`config.mk`:
```
export PLATFORM = sky130hd
export DESIGN_NAME = dma_axi_wr_arbiter
export DESIGN_NICKNAME = d
export VERILOG_FILES = /design/src/rtl/dma_arb_pkg.sv /design/src/rtl/rr_arbiter.sv /design/src/rtl/dma_axi_wr_arbiter.sv
export SDC_FILE = /design/constraint.sdc
export NUM_CORES = 1
export LEC_CHECK = 0
export ABC_CLOCK_PERIOD_IN_PS = 4600
export CORE_AREA = 2 2 134 136
export CTS_BUF_LIST = sky130_fd_sc_hd__clkbuf_2
export CTS_CLUSTER_DIAMETER = 100
export DETAILED_ROUTE_END_ITERATION = 16
export DIE_AREA = 0 0 136 138
export PLACE_DENSITY = 0.59
export SLEW_MARGIN = 15
export SYNTH_ARGS = -nofsm -noshare
export SYNTH_HDL_FRONTEND = slang
export SYNTH_SLANG_ARGS = --single-unit
```
`constraint.sdc`:
```
create_clock -name clk -period 4.6 [get_ports clk]
set_input_delay 0.69 -clock clk [delete_from_list [all_inputs] [get_ports clk]]
set_output_delay 0.69 -clock clk [all_outputs]
set_load 0.02 [all_outputs]
```
`src/rtl/dma_arb_pkg.sv`:
```
// Shared types and helpers for the DMA AXI write-channel arbiter.
package dma_arb_pkg;

  // Transaction phases of the shared AXI write port.
  typedef enum logic [1:0] {
    ST_IDLE = 2'd0,
    ST_ADDR = 2'd1,
    ST_DATA = 2'd2,
    ST_RESP = 2'd3
  } arb_state_t;

  // AXI write response codes.
  localparam logic [1:0] RESP_OKAY   = 2'b00;
  localparam logic [1:0] RESP_EXOKAY = 2'b01;
  localparam logic [1:0] RESP_SLVERR = 2'b10;
  localparam logic [1:0] RESP_DECERR = 2'b11;

  // Width of an engine index; never narrower than one bit.
  function automatic int idx_width(input int n);
    return (n > 1) ? $clog2(n) : 1;
  endfunction

endpackage : dma_arb_pkg

```
`src/rtl/rr_arbiter.sv`:
```
// Combinational round-robin search: first set request at or above ptr,
// wrapping around to the lowest set request when none is found above.
module rr_arbiter #(
  parameter int N  = 2,
  parameter int IW = 1
) (
  input  logic [N-1:0]  req,
  input  logic [IW-1:0] ptr,
  output logic [IW-1:0] gnt_idx,
  output logic          gnt_any
);

  logic [IW-1:0] hi_idx;
  logic [IW-1:0] lo_idx;
  logic          hi_any;
  logic          lo_any;

  // Scan downward so the last hit written is the lowest matching index.
  always_comb begin
    // NOTE: every variable gets a default before the loop so no path leaves it unassigned, which would infer a latch.
    hi_idx = '0;
    lo_idx = '0;
    hi_any = 1'b0;
    lo_any = 1'b0;
    for (int i = N - 1; i >= 0; i--) begin
      if (req[i]) begin
        lo_idx = IW'(i);
        lo_any = 1'b1;
        if (i >= int'(ptr)) begin
          hi_idx = IW'(i);
          hi_any = 1'b1;
        end
      end
    end
  end

  // Prefer the upward match; fall back to the wrapped (lowest) one.
  always_comb begin
    gnt_any = lo_any;
    gnt_idx = hi_any ? hi_idx : lo_idx;
  end

endmodule : rr_arbiter

```
`src/rtl/dma_axi_wr_arbiter.sv`:
```
// Shares one AXI4 write master port between several circular DMA engines.
// One engine owns the port from its AW handshake through its B handshake;
// ownership rotates round-robin. Bursts whose wlast disagrees with awlen
// raise a sticky len_error, and an over-long burst is cut at awlen+1 beats.
module dma_axi_wr_arbiter
  import dma_arb_pkg::*;
#(
  parameter int C_NUM_MASTERS = 2,
  parameter int C_ADDR_WIDTH  = 32,
  parameter int C_AXIS_WIDTH  = 64
) (
  input  logic                                   clk,
  input  logic                                   rst_n,
  input  logic [C_NUM_MASTERS-1:0]               req_mask,
  // Engine-side AXI write channels, packed per engine
  input  logic [C_NUM_MASTERS*C_ADDR_WIDTH-1:0]  s_awaddr,
  input  logic [C_NUM_MASTERS*8-1:0]             s_awlen,
  input  logic [C_NUM_MASTERS-1:0]               s_awvalid,
  output logic [C_NUM_MASTERS-1:0]               s_awready,
  input  logic [C_NUM_MASTERS*C_AXIS_WIDTH-1:0]  s_wdata,
  input  logic [C_NUM_MASTERS-1:0]               s_wlast,
  input  logic [C_NUM_MASTERS-1:0]               s_wvalid,
  output logic [C_NUM_MASTERS-1:0]               s_wready,
  output logic [C_NUM_MASTERS*2-1:0]             s_bresp,
  output logic [C_NUM_MASTERS-1:0]               s_bvalid,
  input  logic [C_NUM_MASTERS-1:0]               s_bready,
  // Shared AXI write master port
  output logic [C_ADDR_WIDTH-1:0]                m_axi_awaddr,
  output logic [7:0]                             m_axi_awlen,
  output logic                                   m_axi_awvalid,
  input  logic                                   m_axi_awready,
  output logic [C_AXIS_WIDTH-1:0]                m_axi_wdata,
  output logic                                   m_axi_wlast,
  output logic                                   m_axi_wvalid,
  input  logic                                   m_axi_wready,
  input  logic [1:0]                             m_axi_bresp,
  input  logic                                   m_axi_bvalid,
  output logic                                   m_axi_bready,
  // Status
  output logic [idx_width(C_NUM_MASTERS)-1:0]    grant_idx,
  output logic                                   busy,
  output logic                                   len_error
);

  localparam int N  = C_NUM_MASTERS;
  localparam int IW = idx_width(N);
  localparam logic [IW-1:0] LAST_IDX = IW'(N - 1);

  arb_state_t    state;
  logic [IW-1:0] rr_ptr;
  logic [8:0]    beat_cnt;
  logic [7:0]    awlen_q;

  logic [IW-1:0] arb_idx;
  logic          arb_any;
  logic [N-1:0]  req_vec;

  logic [C_ADDR_WIDTH-1:0] awaddr_arr [N];
  logic [7:0]              awlen_arr  [N];
  logic [C_AXIS_WIDTH-1:0] wdata_arr  [N];
  logic [1:0]              bresp_arr  [N];

  logic last_beat;
  logic aw_hs;
  logic w_hs;
  logic b_hs;

  // Per-engine views of the packed engine buses.
  for (genvar i = 0; i < N; i++) begin : g_unpack
    assign awaddr_arr[i]     = s_awaddr[i*C_ADDR_WIDTH +: C_ADDR_WIDTH];
    assign awlen_arr[i]      = s_awlen[i*8 +: 8];
    assign wdata_arr[i]      = s_wdata[i*C_AXIS_WIDTH +: C_AXIS_WIDTH];
    assign s_bresp[i*2 +: 2] = bresp_arr[i];
  end

  // Only engines that are enabled and presenting an address compete.
  assign req_vec = s_awvalid & req_mask;

  rr_arbiter #(
    .N  (N),
    .IW (IW)
  ) u_rr_arbiter (
    .req     (req_vec),
    .ptr     (rr_ptr),
    .gnt_idx (arb_idx),
    .gnt_any (arb_any)
  );

  // The beat being presented is number awlen+1, i.e. the last legal one.
  assign last_beat = (beat_cnt == {1'b0, awlen_q});

  assign aw_hs = (state == ST_ADDR) && s_awvalid[grant_idx] && m_axi_awready;
  assign w_hs  = (state == ST_DATA) && s_wvalid[grant_idx]  && m_axi_wready;
  assign b_hs  = (state == ST_RESP) && m_axi_bvalid && s_bready[grant_idx];

  assign busy = (state != ST_IDLE);

  // Route exactly one channel of the granted engine to the master port.
  always_comb begin
    m_axi_awaddr  = '0;
    m_axi_awlen   = '0;
    m_axi_awvalid = 1'b0;
    m_axi_wdata   = '0;
    m_axi_wlast   = 1'b0;
    m_axi_wvalid  = 1'b0;
    m_axi_bready  = 1'b0;
    s_awready     = '0;
    s_wready      = '0;
    s_bvalid      = '0;
    for (int i = 0; i < N; i++) bresp_arr[i] = '0;
    case (state)
      ST_ADDR: begin
        m_axi_awaddr         = awaddr_arr[grant_idx];
        m_axi_awlen          = awlen_arr[grant_idx];
        m_axi_awvalid        = s_awvalid[grant_idx];
        s_awready[grant_idx] = m_axi_awready;
      end
      ST_DATA: begin
        m_axi_wdata         = wdata_arr[grant_idx];
        m_axi_wvalid        = s_wvalid[grant_idx];
        // Terminate the burst at awlen+1 even if the engine forgot wlast.
        m_axi_wlast         = s_wlast[grant_idx] | last_beat;
        s_wready[grant_idx] = m_axi_wready;
      end
      ST_RESP: begin
        m_axi_bready         = s_bready[grant_idx];
        s_bvalid[grant_idx]  = m_axi_bvalid;
        bresp_arr[grant_idx] = m_axi_bresp;
      end
      default: ;
    endcase
  end

  // Transaction FSM: arbitrate, pass AW, count W beats, pass B, rotate.
  always_ff @(posedge clk) begin
    // NOTE: registers use non-blocking assignments so each one samples the pre-edge value of every other.
    if (!rst_n) begin
      state     <= ST_IDLE;
      grant_idx <= '0;
      rr_ptr    <= '0;
      beat_cnt  <= '0;
      awlen_q   <= '0;
      len_error <= 1'b0;
    end else begin
      case (state)
        ST_IDLE: begin
          if (arb_any) begin
            grant_idx <= arb_idx;
            state     <= ST_ADDR;
          end
        end
        ST_ADDR: begin
          // A dropped awvalid simply stalls here; the grant is kept.
          if (aw_hs) begin
            awlen_q  <= awlen_arr[grant_idx];
            beat_cnt <= '0;
            state    <= ST_DATA;
          end
        end
        ST_DATA: begin
          if (w_hs) begin
            beat_cnt <= beat_cnt + 9'd1;
            // Early wlast or missing wlast on the final beat are both errors.
            if (s_wlast[grant_idx] != last_beat) len_error <= 1'b1;
            if (s_wlast[grant_idx] || last_beat) state <= ST_RESP;
          end
        end
        ST_RESP: begin
          if (b_hs) begin
            rr_ptr <= (grant_idx == LAST_IDX) ? '0 : grant_idx + 1'b1;
            state  <= ST_IDLE;
          end
        end
        default: state <= ST_IDLE;
      endcase
    end
  end

endmodule : dma_axi_wr_arbiter

```
==> PnR_summary.wiki, run 1 <==
{| class="wikitable"
! Metric !! Value
|-
| Area share of the leading cell type in the synthesized netlist || 0.366
|-
| Most area-consuming cells after synthesis || mux2i_1 37%, dfxtp_1 15%, nor2_1 9.9%
|-
| Commonest non-fill, non-tap cell in the layout || clkdlybuf4s50_1
|-
| Placed cell count || roughly 940
|-
| Crit-path cells || inv_1, ha_1, inv_2, buf_4, nor2_1, clkdlybuf4s50_1
|-
| Endpoints failing setup || 0
|-
| Chip Height || 138 um
|-
| Leakage dissipation || 2.29 nW
|-
| Number of register bits inferred by synthesis || 22
|-
| Via-per-instance ratio || around 4.2
|-
| Non-filler cells in the finished layout || between 900 and 1,000
|-
| Final max-slew violation count || 0
|-
| # rows || 49
|-
| Final worst-path setup slack || around 0.96 ns
|-
| Via count of the first global-routing pass || 3,946
|-
| Global-route wire length before repair || 23,400 um
|-
| Post-Route Hold Slack || slightly above 0.5 ns
|-
| Worst hold-check path type || reg2reg
|-
| Busiest layer in global routing || met2
|-
| Overflow left after global routing || 0
|-
| Total buffers and inverters traversed by the critical path || 4
|-
| Reg clk slew, reported paths || around 0.21 ns
|-
| Setup Total Neg Slack || 0 ns
|-
| Actual transition at the worst max-transition pin || 0.790 ns
|-
| Slew HR || 0.472
|-
| Initial Utilization || 0.170
|-
| Leading cell types in the layout, fill and taps excluded || 345 x clkdlybuf4s50_1, 109 x mux2i_1, 79 x nor2_1
|-
| Critical path data arrival time || 2.95 ns
|-
| TritonCTS clock tree || built
|-
| Number of remaining DRC errors || 0
|-
| Instance area after placement || 6650 um2
|-
| Die footprint || ~19,000 um2
|-
| Number of post-CTS setup repair buffers || 0
|-
| Cell area after synthesis || around 3000 um2
|-
| Total GRT Usage || 0.160
|-
| CP required || 3.91 ns
|-
| Sequential area share after synthesis || 0.148
|-
| Largest net degree at the start of global routing || 46
|-
| Gate count after technology mapping || 386
|-
| Cell type contributing the most total cell area after synthesis || mux2i_1
|-
| Global Route met3 Usage || 0.0499
|-
| Yosys warning count || 0
|-
| Chip width || 136 um
|-
| Critical-path cell with the highest stage delay || inv_2
|-
| Biggest fanout along the worst timing path || 42
|-
| Setup repair after global routing missed its margin || no
|-
| I/O Buffers || 345
|-
| Max Cap Violations || 0
|-
| IO Pins || 346
|-
| CTS sink count || 22
|-
| Fraction of final layout cells with drive strength greater than 1 || 0.0267
|-
| Syn_nets || about 600
|-
| Worst setup timing slack at the placement stage || between 1 and 1.5 ns
|-
| Total clock buffers created by CTS || 3
|-
| Critical path type || reg2out
|-
| Count of nets after finishing || between 900 and 1,000
|-
| Area growth from synthesis to layout || 125%
|-
| CP peak stage delay || 0.63 ns
|-
| Quantity of hold-fixing buffers added after cts || 0
|-
| CP startpoint kind || flip-flop
|-
| Post-layout util || 0.382
|-
| Shortest period the worst path allows || 3.64 ns
|-
| Power per cell area || roughly 290 nW/um2
|-
| Initial antenna violation count || 5
|-
| Crit path max-delay family || buffers and inverters
|-
| Remaining number of nets flagged by the antenna check after routing || 0
|-
| Run status || finished, final reports clean
|-
| WL/cell || 17.1 um
|-
| Mean area per synthesized cell || between 7 and 8 um2
|-
| Highest achievable clock rate || 275 MHz
|-
| Library cells used by synthesis || 43
|-
| Clock skew || 0.00318 ns
|-
| # H-tree levels || 1
|-
| Final Wtd Congestion || between 0.8 and 0.9
|-
| Routed via count || 3,976
|-
| Clock network latency to the later pin of the worst-skew pair || 0.33 ns
|-
| Maximum clock insertion buffer count || 2
|-
| DP Wirelength || roughly 14,000 um
|-
| Met2 GRT Util || 0.289
|-
| Cell area after layout || 6700 um2
|-
| Final period util || 0.791
|-
| Total core area || about 18,000 um2
|-
| Gates resized, CTS repair || 0
|-
| M1 GR Usage || 0.181
|-
| Wire length after detailed routing || 16,100 um
|-
| Total power || 1.95 mW
|-
| Drt first pass iters || 4
|-
| Peak VDD IR || 180 uV
|-
| Final hold viol count || 0
|-
| Worst Setup End Kind || output pin
|-
| Number of DRC markers in iteration 0 || 164
|-
| Clock tree root driver cell || clkbuf_2
|}
## final timing paths
kind                             to                   start  cells after the start  slack (ns)
max                 m_axi_wdata[55]   state[0]$_SDFFE_PN0P_                      6        0.96
min          len_error$_SDFFE_PN0P_  len_error$_SDFFE_PN0P_                      2        0.51
max reg2reg   state[0]$_SDFFE_PN0P_   state[1]$_SDFFE_PN0P_                      7        2.08
min reg2reg  len_error$_SDFFE_PN0P_  len_error$_SDFFE_PN0P_                      2        0.51
## flip-flops by register name, indices dropped and copies added (netlist names)
name / count
awlen_q: 8
rr_ptr: 1
len_error: 1
grant_idx: 1
beat_cnt: 9
state: 2
## worst register-to-register path, cell delays in order, from the launching register on
cell,delay [ns]
dfxtp_1,0.38
inv_1,0.11
ha_1,0.59
buf_4,0.42
and2_1,0.22
nand2_1,0.09
a2111oi_4,0.43
mux2i_1,0.23
## area by class of cell
type	instances	area, um2
clock buffer	3	15.0
multi-input combinational	328	2380
antenna	5	12.5
fill	1823	10800
clock inverter	1	30.0
sequential	22	444
timing repair buffer	351	3510
inverter	6	22.5
tap	229	287
## report_power, final
group,total (mW),internal [mW],leakage [nW],switching (mW)
combinational,1.57,0.787,2.08,0.785
sequential,0.245,0.210,0.179,0.0353
clock,0.136,0.0749,0.0266,0.0614
total,1.95,1.07,2.29,0.882
## cells in the mapped netlist
cell	count
buf_1	1
nand3b_1	1
a2bb2oi_2	1
xnor2_1	7
o311ai_0	4
a31oi_1	2
mux2_4	1
o2111ai_1	1
a21oi_1	6
o21ai_0	4
inv_1	5
o21a_1	1
mux2_2	1
o32ai_1	1
and3_1	7
clkbuf_1	13
nor2_1	79
nand4_1	3
o31ai_1	4
nor2_2	1
a2111oi_4	1
ha_1	7
o221a_2	1
a32o_1	1
nor2b_1	41
inv_2	1
a41oi_1	1
a211oi_1	9
mux2i_1	109
dfxtp_1	22
buf_4	1
buf_2	15
a2bb2oi_1	1
nand2_1	11
and2_1	7
o22ai_2	1
nand4b_1	1
and4_1	1
a311oi_1	1
nand3_1	5
xor2_1	1
nor3_1	4
a21boi_1	1
## layer usage
layer | vias to the layer above | part of all wire
met5 | - | 0.00062
met4 | 2 | 0.013
met3 | 16 | 0.10
met2 | 225 | 0.50
met1 | 1715 | 0.38
li1 | 2018 | -
## cells by family (layout without fill, tap and decap cells)
family,count (synthesis),count (layout),synth area share
mux,111,111,0.375
other cells,0,5,0
simple gates,161,161,0.261
xor+xnor,8,8,0.0235
fa+ha+maj,7,7,0.0294
flops,22,22,0.148
buf+inv,36,361,0.0529
compound gates,41,41,0.111
Power figures use the tool's default switching activity.
==> run 2, diff against run 1 <==
--- a/config.mk
+++ b/config.mk
@@ -5,13 +5,13 @@
 export SDC_FILE = /design/constraint.sdc
 export NUM_CORES = 1
 export LEC_CHECK = 0
-export ABC_CLOCK_PERIOD_IN_PS = 4600
+export ABC_CLOCK_PERIOD_IN_PS = 2900
 export CORE_AREA = 2 2 134 136
 export CTS_BUF_LIST = sky130_fd_sc_hd__clkbuf_2
 export CTS_CLUSTER_DIAMETER = 100
 export DETAILED_ROUTE_END_ITERATION = 16
 export DIE_AREA = 0 0 136 138
-export PLACE_DENSITY = 0.59
+export PLACE_DENSITY = 0.61
 export SLEW_MARGIN = 15
 export SYNTH_ARGS = -nofsm -noshare
 export SYNTH_HDL_FRONTEND = slang
==> constraint.sdc (replaced) <==
create_clock -name clk -period 2.9 [get_ports clk]
set_input_delay 0.435 -clock clk [delete_from_list [all_inputs] [get_ports clk]]
set_output_delay 0.435 -clock clk [all_outputs]
set_load 0.02 [all_outputs]
==> PnR_summary.wiki, run 2 (same netlist as run 1, synthesis figures left out) <==
{| class="wikitable"
! Metric !! Value
|-
| Run status || finished, final reports clean
|-
| Peak VDD IR || 287 uV
|-
| Slew HR || 0.585
|-
| Biggest fanout along the worst timing path || 27
|-
| Clock network latency to the later pin of the worst-skew pair || 0.34 ns
|-
| Remaining number of nets flagged by the antenna check after routing || 0
|-
| Count of nets after finishing || around 950
|-
| Maximum clock insertion buffer count || 2
|-
| TritonCTS clock tree || built
|-
| Actual transition at the worst max-transition pin || 0.622 ns
|-
| Initial antenna violation count || 5
|-
| Fraction of final layout cells with drive strength greater than 1 || 0.0458
|-
| Comb power frac || 0.814
|-
| CP startpoint || grant_idx$_SDFFE_PN0P_
|-
| Drt first pass iters || 4
|-
| Total GRT Usage || 0.157
|-
| IO Pins || 346
|-
| CP startpoint kind || flip-flop
|-
| Crit-path cells || buf_12, buf_12, mux2i_1, nor2_1, clkdlybuf4s50_1
|-
| Shortest period the worst path allows || 2.70 ns
|-
| Share of total power in the clock network || 0.070
|-
| Clock tree root driver cell || clkbuf_2
|-
| Crit path max-delay family || buffers and inverters
|-
| Proportion of total power due to net switching || 0.447
|-
| # rows || between 40 and 50
|-
| Critical path data arrival time || 2.26 ns
|-
| Max Cap Violations || 0
|-
| # H-tree levels || 1
|-
| Quantity of hold-fixing buffers added after cts || 0
|-
| Sequential fraction of design power || 0.116
|-
| Setup slack of the worst register-to-register path || 0.74 ns
|-
| Total core area || 17,500 um2
|-
| Critical-path cell with the highest stage delay || clkdlybuf4s50_1
|-
| Multi-input gate area in the final layout || 2380 um2
|-
| Switching power || 1.43 mW
|-
| Register with the highest flop count || beat_cnt
|-
| Power per cell area || approximately 470 nW/um2
|-
| Clock skew || ~0.0022 ns
|-
| Reg-to-reg startpoint || beat_cnt[4]$_SDFFE_PN0P_
|-
| Worst setup endpoint || m_axi_wdata[33]
|-
| Worst hold-check path type || reg2reg
|-
| Routed via count || 4,099
|-
| Number of DRC markers in iteration 0 || 151
|-
| Via-per-instance ratio || 4.30
|-
| Die footprint || 18,800 um2
|-
| Highest achievable clock rate || 371 MHz
|-
| WP depth || 5
|-
| Flip-flop count of the largest register, all copies and words added || 9
|-
| Total buffers and inverters traversed by the critical path || 3
|-
| I/O Buffers || approximately 350
|-
| Setup Total Neg Slack || 0 ns
|-
| Final period util || 0.930
|-
| Regs by FF count || beat_cnt (9), awlen_q (8), state (2)
|-
| Reg2reg path depth || 8
|-
| Final hold viol count || 0
|-
| Wire length after detailed routing || 15,700 um
|-
| CTS sink count || 22
|-
| Critical path type || reg2out
|-
| Total clock buffers created by CTS || 3
|-
| Largest net degree at the start of global routing || 36
|-
| FILL cells || 1,813
|-
| Chip Height || 138 um
|-
| Number of remaining DRC errors || 0
|-
| Worst setup timing slack at the placement stage || between 0.3 and 0.4 ns
|-
| Leading cell types in the layout, fill and taps excluded || 343 x clkdlybuf4s50_1, 109 x mux2i_1, 79 x nor2_1
|-
| Initial Utilization || 0.170
|-
| Internal power || 1.76 mW
|-
| Instance area after placement || between 6000 and 7000 um2
|-
| DP Wirelength || 13,500 um
|-
| WL/cell || 16.5 um
|-
| Total power || approximately 3.2 mW
|-
| Setup repair after global routing missed its margin || no
|-
| Most used cell along the critical path || buf_12
|-
| Commonest non-fill, non-tap cell in the layout || clkdlybuf4s50_1
|-
| Via count of the first global-routing pass || 4,115
|-
| Endpoints failing setup || 0
|-
| Reg clk slew, reported paths || approximately 0.22 ns
|-
| CP required || 2.47 ns
|-
| Leakage dissipation || around 2.4 nW
|-
| Area growth from synthesis to layout || 129%
|-
| Chip width || about 140 um
|-
| Final max-slew violation count || 0
|-
| Final Wtd Congestion || 0.798
|-
| Global-route wire length before repair || roughly 23,000 um
|-
| Register area || between 400 and 500 um2
|-
| Cell area after layout || 6820 um2
|-
| Overflow left after global routing || 0
|-
| CP peak stage delay || 0.55 ns
|-
| Worst Setup End Kind || output pin
|-
| Final worst-path setup slack || 0.203 ns
|-
| Reg2Reg Capture Point || state[1]$_SDFFE_PN0P_
|}
## run 2: cell count changes in the layout (fill, tap and decap cells not counted), sizes merged
cell	before	now
clkdlybuf4s50	345	343
dlymetal6s2s	0	1
buf	6	16
## run 2: stage by stage
| stage | util | std cells | hold WS, ns |
|---|---|---|---|
| finish | 0.389 | 954 | 0.495 |
| global route | 0.389 | 954 | 0.529 |
| CTS | 0.388 | 949 | 0.501 |
| detailed placement | 0.385 | 945 | 0.473 |
| global placement | 0.385 | 945 | 0.456 |
| floorplan | - | 386 | 0.452 |
## run 2: area by class of cell
| class | count | area share |
|---|---|---|
| antenna | 5 | 0.00184 |
| clock buffer | 3 | 0.00220 |
| clock inverter | 1 | 0.00441 |
| inverter | 6 | 0.00330 |
| multi-input combinational | 328 | 0.350 |
| sequential | 22 | 0.0657 |
| tap | 229 | 0.0420 |
| timing repair buffer | 360 | 0.531 |
## run 2: worst min-delay path by stage
| stage | startpoint | endpoint | slack, ns | depth (start not counted) |
|---|---|---|---|---|
| final | beat_cnt[8]$_SDFFE_PN0P_ | beat_cnt[8]$_SDFFE_PN0P_ | 0.50 | 2 |
| after CTS | beat_cnt[8]$_SDFFE_PN0P_ | beat_cnt[8]$_SDFFE_PN0P_ | 0.50 | 2 |
| after floorplan | beat_cnt[8]$_SDFFE_PN0P_ | beat_cnt[8]$_SDFFE_PN0P_ | 0.45 | 2 |
| after detailed placement | len_error$_SDFFE_PN0P_ | len_error$_SDFFE_PN0P_ | 0.47 | 2 |
| after global placement | len_error$_SDFFE_PN0P_ | len_error$_SDFFE_PN0P_ | 0.46 | 2 |
| after global routing | beat_cnt[8]$_SDFFE_PN0P_ | beat_cnt[8]$_SDFFE_PN0P_ | 0.53 | 2 |
## run 2: layer usage
| metal | up-vias | track usage | part of all wire |
|---|---|---|---|
| met2 | 203 | 0.291 | 0.52 |
| met1 | 1855 | 0.179 | 0.38 |
| met3 | 8 | 0.0392 | 0.089 |
| met4 | 0 | 0.0367 | 0.013 |
| met5 | - | 0 | 0 |
| li1 | 2033 | - | - |
## run 2: worst min-delay path: cells and delay by family, from the launching register on
family / cells / cell delay [ns]
and+or+nand+nor: 1 / 0.06
DFF: 1 / 0.37
AOI/OAI and AO/OA: 1 / 0.05
## run 2: power groups by stage
stage	clock network, mW	logic (mW)	registers (mW)
after floorplan	0	1.33	0.362
after global placement	0	2.62	0.377
after detailed placement	0	2.62	0.378
after CTS	0.227	2.63	0.371
after global routing	0.240	2.78	0.374
final	0.221	2.59	0.370
## run 2: what timing repair did
action	CTS	global route
gates cloned	0	0
buffers inserted	0	0
setup endpoints to repair	1	8
resized for setup	3	2
pin swaps	0	0
